`src/rtl/seg7_pkg.sv`:
```
// Shared constants for the seven-segment scan controller.
// Segment patterns are active-high {g,f,e,d,c,b,a}.
package seg7_pkg;

   localparam int NUM_DIGITS = 4;

   localparam logic [6:0] SEG_OFF_L   = 7'h7F;
   localparam logic [3:0] ANODE_OFF_L = 4'hF;

   localparam logic [6:0] SEG_TABLE [16] = '{
      7'h3F, 7'h06, 7'h5B, 7'h4F,
      7'h66, 7'h6D, 7'h7D, 7'h07,
      7'h7F, 7'h6F, 7'h77, 7'h7C,
      7'h39, 7'h5E, 7'h79, 7'h71
   };

   // Bit i set when nibbles i..top are all zero; digit 0 is never marked.
   function automatic logic [NUM_DIGITS-1:0] lz_mask(
      input logic [4*NUM_DIGITS-1:0] v
   );
      logic zero;
      zero    = 1'b1;
      lz_mask = '0;
      for (int i = NUM_DIGITS-1; i > 0; i--) begin
         zero       = zero && (v[4*i +: 4] == 4'h0);
         lz_mask[i] = zero;
      end
   endfunction

endpackage

```
`src/rtl/hex7seg_decode.sv`:
```
// Combinational hex nibble to active-high segment decoder.
// Pattern source is the shared package table.
module hex7seg_decode
   import seg7_pkg::*;
(
   input  logic [3:0] nib_i,
   output logic [6:0] seg_o
);

   assign seg_o = SEG_TABLE[nib_i];

endmodule

```
`src/rtl/seg7_scan_ctrl.sv`:
```
// Four-digit multiplexed seven-segment scan controller with
// frame-aligned value updates and registered pin outputs.
module seg7_scan_ctrl
   import seg7_pkg::*;
#(
   parameter int REFRESH_DIV = 100000,
   parameter int GUARD       = 4
)
(
   input  logic        clk,
   input  logic        reset,
   input  logic [15:0] value_in,
   input  logic        load_valid,
   output logic        load_ready,
   input  logic [3:0]  digit_en,
   input  logic [3:0]  dp_in,
   input  logic        lz_en,
   output logic [6:0]  seg_L,
   output logic        dp_L,
   output logic [3:0]  anode_L
);

   localparam int CW = $clog2(REFRESH_DIV);

   logic [CW-1:0] cnt_q, cnt_d;
   logic [1:0]    idx_q, idx_d;
   logic [15:0]   disp_q, disp_d;
   logic [15:0]   shadow_q, shadow_d;
   logic          pending_q, pending_d;
   logic [3:0]    anode_q, anode_d;
   logic [6:0]    seg_q, seg_d;
   logic          dp_q, dp_d;

   logic          tc;
   logic          boundary;
   logic          accept;
   logic [3:0]    nib;
   logic [6:0]    seg_hi;
   logic [3:0]    sup;
   logic          visible;

   assign tc       = (cnt_q == CW'(REFRESH_DIV - 1));
   assign boundary = tc && (idx_q == 2'd3);
   assign accept   = load_valid && !pending_q;

   assign nib = disp_q[{idx_q, 2'b00} +: 4];
   assign sup = lz_en ? lz_mask(disp_q) : 4'b0000;

   assign visible = (cnt_q >= CW'(GUARD))
                 && digit_en[idx_q]
                 && !sup[idx_q];

   hex7seg_decode u_dec (
      .nib_i (nib),
      .seg_o (seg_hi)
   );

   always_comb begin
      cnt_d     = tc ? '0 : cnt_q + 1'b1;
      idx_d     = tc ? idx_q + 2'd1 : idx_q;
      shadow_d  = shadow_q;
      pending_d = pending_q;
      disp_d    = disp_q;
      if (accept) begin
         shadow_d  = value_in;
         pending_d = 1'b1;
      end
      // accept and commit are exclusive: accept needs pending clear
      if (boundary && pending_q) begin
         disp_d    = shadow_q;
         pending_d = 1'b0;
      end
   end

   always_comb begin
      anode_d = ANODE_OFF_L;
      seg_d   = SEG_OFF_L;
      dp_d    = 1'b1;
      if (visible) begin
         anode_d = ~(4'b0001 << idx_q);
         seg_d   = ~seg_hi;
         dp_d    = ~dp_in[idx_q];
      end
   end

   always_ff @(posedge clk) begin
      if (reset) begin
         cnt_q     <= '0;
         idx_q     <= 2'd0;
         disp_q    <= 16'h0000;
         shadow_q  <= 16'h0000;
         pending_q <= 1'b0;
         anode_q   <= ANODE_OFF_L;
         seg_q     <= SEG_OFF_L;
         dp_q      <= 1'b1;
      end else begin
         cnt_q     <= cnt_d;
         idx_q     <= idx_d;
         disp_q    <= disp_d;
         shadow_q  <= shadow_d;
         pending_q <= pending_d;
         anode_q   <= anode_d;
         seg_q     <= seg_d;
         dp_q      <= dp_d;
      end
   end

   assign load_ready = ~pending_q;
   assign anode_L    = anode_q;
   assign seg_L      = seg_q;
   assign dp_L       = dp_q;

endmodule

```
`config.mk`:
```
export PLATFORM = sky130hd
export DESIGN_NAME = seg7_scan_ctrl
export DESIGN_NICKNAME = d
export VERILOG_FILES = /design/src/rtl/seg7_pkg.sv /design/src/rtl/hex7seg_decode.sv /design/src/rtl/seg7_scan_ctrl.sv
export SDC_FILE = /design/constraint.sdc
export NUM_CORES = 1
export LEC_CHECK = 0
export BUFFER_PORTS_ARGS = -buffer_cell sky130_fd_sc_hd__buf_4
export CORE_UTILIZATION = 61
export CTS_CLUSTER_DIAMETER = 80
export DETAILED_ROUTE_END_ITERATION = 7
export PLACE_DENSITY_LB_ADDON = 0.05
export SYNTH_ARGS = -nofsm -noshare
export SYNTH_HDL_FRONTEND = slang
export SYNTH_SLANG_ARGS = --single-unit
```
`constraint.sdc`:
```
create_clock -name clk -period 5.21 [get_ports clk]
set_input_delay 0 -clock clk [delete_from_list [all_inputs] [get_ports clk]]
set_output_delay 0 -clock clk [all_outputs]
set_load 0.03 [all_outputs]
```
==> results of run 1 <==
## state kept, by name, indices dropped and copies added (netlist names)
name and flops:
disp_q 16, idx_q 2, shadow_q 16, pending_q 1, anode_L 4, dp_L 1
cnt_q 17, seg_L 7
## Yosys cell counts (all sizes together)
master        instances  area (um^2)
and2b                 1        8.760
dfxtp                64         1281
xnor2                 6        52.55
a21oi                17        85.08
o211ai                7        52.55
nand2                49        183.9
and3                  2        13.77
nand2b                2        12.51
or2                   1        6.260
a311oi                1        8.760
or3                   1        11.26
nor3                  3        20.02
inv                  11        41.29
o2111ai               1        8.760
o21ai                 5        25.02
xor2                 10        87.58
a221oi                1        8.760
mux4                  6        135.1
nor2b                 3        18.77
nor4                  6        37.54
a31oi                 1        6.260
dlymetal6s2s          1        12.51
mux2i                19        190.2
clkbuf                8        40.04
buf                   7        67.56
ha                   11        137.6
nand4                 3        25.02
nor3b                 1        7.510
nand3b                1        7.510
nand3                11        55.05
and4                  2        17.52
nor2                 41        153.9
o311ai                1        8.760
## through the flow
stage	worst slack, ns	instances	instance area [um^2]
2_1_floorplan	3.386	304	2829
3_3_place_gp	3.158	382	3089
3_5_place_dp	3.067	382	3089
4_1_cts	3.048	414	3447
5_1_grt	2.786	414	3447
6_report	3.043	414	3447
## worst max-delay path, stage by stage, from the launching register on
cell,delay [ns]
dfxtp_1,0.42
ha_1,0.28
nand4_2,0.12
or3_4,0.35
nor2_1,0.21
or2_1,0.53
nor2_1,0.12
## how the worst min path moves through the flow
stage                        to  slack [ns]  cells past startpoint
global placement    shadow_q[1]        0.25                      3
detailed placement  shadow_q[3]        0.26                      3
finish                disp_q[4]        0.06                      2
floorplan           shadow_q[0]        0.13                      2
global route               dp_L        0.05                      3
CTS                   disp_q[4]        0.05                      2
## report_power, final
part | total [mW] | switching [mW] | internal [mW]
logic | 0.0617 | 0.0287 | 0.0329
clock network | 0.404 | 0.174 | 0.231
registers | 0.508 | 0.00759 | 0.500
## per-layer routing
layer	wire (um)	track usage [%]	vias up
li1	-	-	1140
met1	2488	30.57	1038
met2	2460	39.32	64
met3	300	9.380	9
met4	109	9.333	0
met5	0	0	-
## layout make-up
class	instances	share of cell area, %
clock buffer	12	4.211
clock inverter	3	1.234
inverter	11	1.198
multi-input combinational	213	40.22
sequential	64	37.17
tap	52	1.887
timing repair buffer	59	14.08
## cells by family (layout without fill, tap and decap cells)
group / Yosys count / in the layout
AO/OA/AOI/OAI: 34 / 34
XOR/XNOR: 16 / 16
adder cells (fa/ha/maj): 11 / 11
buffers and inverters: 27 / 85
flip-flops: 64 / 64
multiplexers: 25 / 25
AND/OR/NAND/NOR: 127 / 127
## what timing repair did
action                                 CTS  global route
buffers inserted                         0             0
hold buffers                            17             0
endpoints found under the hold margin   17             0
==> results.sh, run 1 <==
export IMPL_status="finished clean"
export IMPL_ys_warn_count=0
export IMPL_seqCellArea_mm2=0.001281
export IMPL_slew_headroom_pct=30.54
export IMPL_synth_fp_nets=343
export IMPL_holdCritStartpoint="reset"
export IMPL_ant_nets=0
export IMPL_rows=24
export IMPL_period_needed_ns=2.167
export IMPL_die_w_um=70.10
export IMPL_fin_nets=397
export IMPL_setup_tns_ns=0
export IMPL_initial_core_util_pct=64.09
export IMPL_fillers=318
export IMPL_drt_pass1_iter_count=4
export IMPL_grt_start_max_net_pins=38
export IMPL_hold_class="primary input to register"
export IMPL_ys_seq_elements=64
export IMPL_required_ns=5.41
export IMPL_design_die_area_mm2=0.004914
export IMPL_synth_mux_area_share_pct=11.50
export IMPL_clk_pin_slew_worst_paths_ns=0.06
export IMPL_synthAdderAreaFrac_pct=4.865
export IMPL_post_route_util_pct=78.09
export IMPL_clockBufferDepth=2
export IMPL_num_vias=2251
export IMPL_whs_ns=0.06001
export IMPL_power_density_mw_per_mm2=282.5
export IMPL_synth_avg_cell_area_um2=9.306
export IMPL_synth_compound_area_share_pct=7.209
export IMPL_p_total_mw=0.9739
export IMPL_r2r_slack_ns=3.04
export IMPL_crit_path_end="cnt_q[4]"
export IMPL_track_usage_pct=24.77
export IMPL_layout_common_cells="64 x dfxtp_1, 49 x nand2_1, 42 x buf_4, 41 x nor2_1, 19 x mux2i_1"
export IMPL_endpoint_kind="register"
export IMPL_wl_per_cell_um=12.94
export IMPL_coreArea_mm2=0.004414
export IMPL_period_share_pct=41.59
export IMPL_multiInputGateArea_mm2=0.001386
export IMPL_clk_latency_ns=0.33
export IMPL_synth_top_family_by_area="simple AND/OR/NAND/NOR gates"
export IMPL_die_h_um=70.10
export IMPL_drt_iter0_markers=114
export IMPL_synthSimpleGateAreaFrac_pct=20.48
export IMPL_max_cap_viol_count=0
export IMPL_timing_rr_end="cnt_q[4]"
export IMPL_worstPathArrival_ns=2.36
export IMPL_vias_per_cell=5.437
export IMPL_synth_seq_area_share_pct=45.29
export IMPL_dp_hpwl_um=3620
export IMPL_fmax_ghz=0.4615
export IMPL_cts_tree="built"
export IMPL_slew_viol_final=0
export IMPL_cts_made_buffers=9
export IMPL_r2r_cells=6
export IMPL_finalWeightedCongestion=0.8081
export IMPL_cts_sinks=64
export IMPL_grt_pass1_wl_um=9535
export IMPL_drc=0
export IMPL_num_antenna_cells=0
export IMPL_rsz0062_at_grt="false"
export IMPL_htreeDepth=3
export IMPL_grt_antenna_before_repair=0
export IMPL_port_buffers=40
export IMPL_grt_pass1_vias=2110
export IMPL_syn_inst=304
export IMPL_synthXorXnorAreaFrac_pct=4.954
export IMPL_clock_root_buffer="clkbuf_8"
export IMPL_finalSetupViolCount=0
export IMPL_ir_worst_vdd_v=0.0002477
export IMPL_overflow=0
export IMPL_cts_resized=0
export IMPL_netlist_area_mm2=0.002829
export IMPL_postRouteWirelength_um=5359
export IMPL_fin_skew_ns=0.006442
export IMPL_ys_types=40
export IMPL_critPathMaxFanout=17
export IMPL_hold_viol=0
export IMPL_start_kind="register"
export IMPL_p_leak_nw=1.318
export IMPL_syn2layout_area_growth_pct=21.85
export IMPL_tightest_slew_ns=1.040
export IMPL_cp_startpoint="cnt_q[0]"
export IMPL_path_class="register to register"
export IMPL_drive_above_1_share_pct=18.23
export IMPL_r2r_start="cnt_q[0]"
export IMPL_io_pins=41
export IMPL_layout_cells_most_common="dfxtp_1"
Note: power is estimated with default switching activity, not from simulation.
==> run 2, diff against run 1 <==
--- a/config.mk
+++ b/config.mk
@@ -6,7 +6,7 @@
 export NUM_CORES = 1
 export LEC_CHECK = 0
 export BUFFER_PORTS_ARGS = -buffer_cell sky130_fd_sc_hd__buf_4
-export CORE_UTILIZATION = 61
+export CORE_UTILIZATION = 56
 export CTS_CLUSTER_DIAMETER = 80
 export DETAILED_ROUTE_END_ITERATION = 7
 export PLACE_DENSITY_LB_ADDON = 0.05
==> constraint.sdc (replaced) <==
create_clock -name clk -period 2.2 [get_ports clk]
set_input_delay 0 -clock clk [delete_from_list [all_inputs] [get_ports clk]]
set_output_delay 0 -clock clk [all_outputs]
set_load 0.03 [all_outputs]
==> run 2 against run 1 <==
Net effect: die area up 8.7%; clock power up 130%; cell count up 5.6%; design area up 2.3%; sequential power up 140%; wire length up 5.4%; first-iteration DRC count down 18%; global-route usage down 0.65 points; combinational power rose to 2.5 times the previous value; via count up 0.13%; clock skew about the same; flip-flop and latch count unchanged; critical endpoint is now seg_L[2]; largest cell class unchanged; highest routed layer unchanged.
==> results.sh, run 2 (synthesis gave the netlist of run 1 again) <==
export IMPL_io_pins=41
export IMPL_hold_class="primary input to register"
export IMPL_fillers=390
export IMPL_ant_nets=0
export IMPL_p_clk_share_pct=40.3
export IMPL_clock_root_buffer="clkbuf_8"
export IMPL_grt_start_max_net_pins=38
export IMPL_grt_use_met2_pct=39.71
export IMPL_status="finished clean"
export IMPL_grt_pass1_vias=2168
export IMPL_cts_tree="built"
export IMPL_hold_viol=0
export IMPL_period_needed_ns=1.859
export IMPL_port_buffers=40
export IMPL_num_antenna_cells=0
export IMPL_drc=0
export IMPL_cts_made_buffers=9
export IMPL_top_register="cnt_q"
export IMPL_clk_latency_ns=0.34
export IMPL_multiInputGateArea_mm2=0.001386
export IMPL_r2r_start="idx_q[0]"
export IMPL_grt_met1_usage_pct=30.30
export IMPL_initial_core_util_pct=59.11
export IMPL_wl_per_cell_um=12.93
export IMPL_fmax_ghz=0.5380
export IMPL_drive_above_1_share_pct=20.27
export IMPL_die_w_um=73.08
export IMPL_fin_skew_ns=0.006868
export IMPL_track_usage_pct=24.12
export IMPL_dp_hpwl_um=3811
export IMPL_finalInstanceArea_mm2=0.003527
export IMPL_syn2layout_area_growth_pct=24.68
export IMPL_r2r_slack_ns=0.34
export IMPL_drt_pass1_iter_count=4
export IMPL_top_regs="cnt_q: 17 flops, disp_q: 16 flops, shadow_q: 16 flops"
export IMPL_fin_nets=404
export IMPL_max_cap_viol_count=0
export IMPL_power_frac_seq_pct=52.8
export IMPL_r2r_cells=5
export IMPL_switchingPower_mw=0.5096
export IMPL_die_h_um=73.08
export IMPL_cts_resized=0
export IMPL_grt_pass1_wl_um=9660
export IMPL_power_density_mw_per_mm2=644.8
export IMPL_clk_pin_slew_worst_paths_ns=0.06
export IMPL_critPathMaxFanout=9
export IMPL_layout_common_cells="64 x dfxtp_1, 49 x nand2_1, 48 x buf_4, 41 x nor2_1, 19 x mux2i_1"
export IMPL_drt_iter0_markers=93
export IMPL_seqCellArea_mm2=0.001281
export IMPL_rows=25
export IMPL_combPwrFrac_pct=6.9
export IMPL_slew_headroom_pct=65.13
export IMPL_timing_rr_end="seg_L[2]"
export IMPL_period_share_pct=84.50
export IMPL_p_leak_nw=1.363
export IMPL_postRouteWirelength_um=5649
export IMPL_p_int_mw=1.765
export IMPL_tightest_slew_ns=0.5218
export IMPL_overflow=0
export IMPL_cts_sinks=64
export IMPL_start_kind="register"
export IMPL_grt_antenna_before_repair=0
export IMPL_rsz0062_at_grt="false"
export IMPL_endpoint_kind="register"
export IMPL_design_die_area_mm2=0.005340
export IMPL_crit_path_end="seg_L[2]"
export IMPL_setup_tns_ns=0
export IMPL_finalSetupViolCount=0
export IMPL_ir_worst_vdd_v=0.0004846
export IMPL_required_ns=2.43
export IMPL_largest_reg_flops=17
export IMPL_finalWeightedCongestion=0.7586
export IMPL_worstPathArrival_ns=2.09
export IMPL_swShare_pct=22.41
export IMPL_slew_viol_final=0
export IMPL_grt_busiest_layer="met2"
export IMPL_num_vias=2254
export IMPL_grtUsageMet3_pct=5.387
export IMPL_layout_cells_most_common="dfxtp_1"
export IMPL_coreArea_mm2=0.004786
export IMPL_post_dp_cell_area_mm2=0.003173
export IMPL_htreeDepth=3
export IMPL_vias_per_cell=5.158
export IMPL_p_total_mw=2.274
export IMPL_cp_startpoint="idx_q[0]"
export IMPL_clockBufferDepth=2
export IMPL_path_class="register to register"
## run 2: timing repair
item | 4_1_cts | 5_1_grt
hold endpoints to repair | 17 | 0
hold buffers | 17 | 0
setup buffers | 0 | 0
## run 2: per-stage QoR
stage	instances	setup WS [ns]	hold WS [ns]	utilization, %
2_1_floorplan	304	0.3760	0.1330	-
3_3_place_gp	404	0.3883	0.2456	66.30
3_5_place_dp	404	0.3543	0.2552	66.30
4_1_cts	437	0.3448	0.03804	73.70
5_1_grt	437	0.2498	0.06345	73.70
6_report	437	0.3411	0.04834	73.70
## run 2: power by group through the flow
stage	clock network, mW	registers, mW	logic, mW
floorplan	0	1.23	0.0676
detailed placement	0	1.23	0.132
global placement	0	1.23	0.129
finish	0.916	1.20	0.157
CTS	0.937	1.20	0.156
global route	0.993	1.20	0.174
## run 2: cell type report
type / instances / area share [%]
clock inverters: 3 / 0.4257
clock buffers: 13 / 4.789
flip-flops and latches: 64 / 36.33
well taps: 67 / 2.377
multi-input cells: 213 / 39.30
repair buffers: 66 / 15.61
inverters: 11 / 1.171
## run 2: worst min path at each step
stage                             from           end  cells past startpoint
after detailed placement  value_in[11]  shadow_q[11]                      3
after CTS                     dp_in[0]          dp_L                      3
after global routing             reset     disp_q[2]                      2
final                         dp_in[0]          dp_L                      3
after floorplan            value_in[0]   shadow_q[0]                      2
after global placement     value_in[1]   shadow_q[1]                      3
## run 2: critical path, cell delays in order, from the launching register on
cell and delay (ns):
dfxtp_1 0.61, mux4_2 0.45, inv_1 0.14, ha_1 0.19
inv_1 0.06, o311ai_0 0.29
## run 2: metal layers
layer,part of all wire [%],vias to the layer above
met1,48,1040
met5,0,-
met3,3.6,10
met4,1.6,0
met2,47,52
li1,-,1152
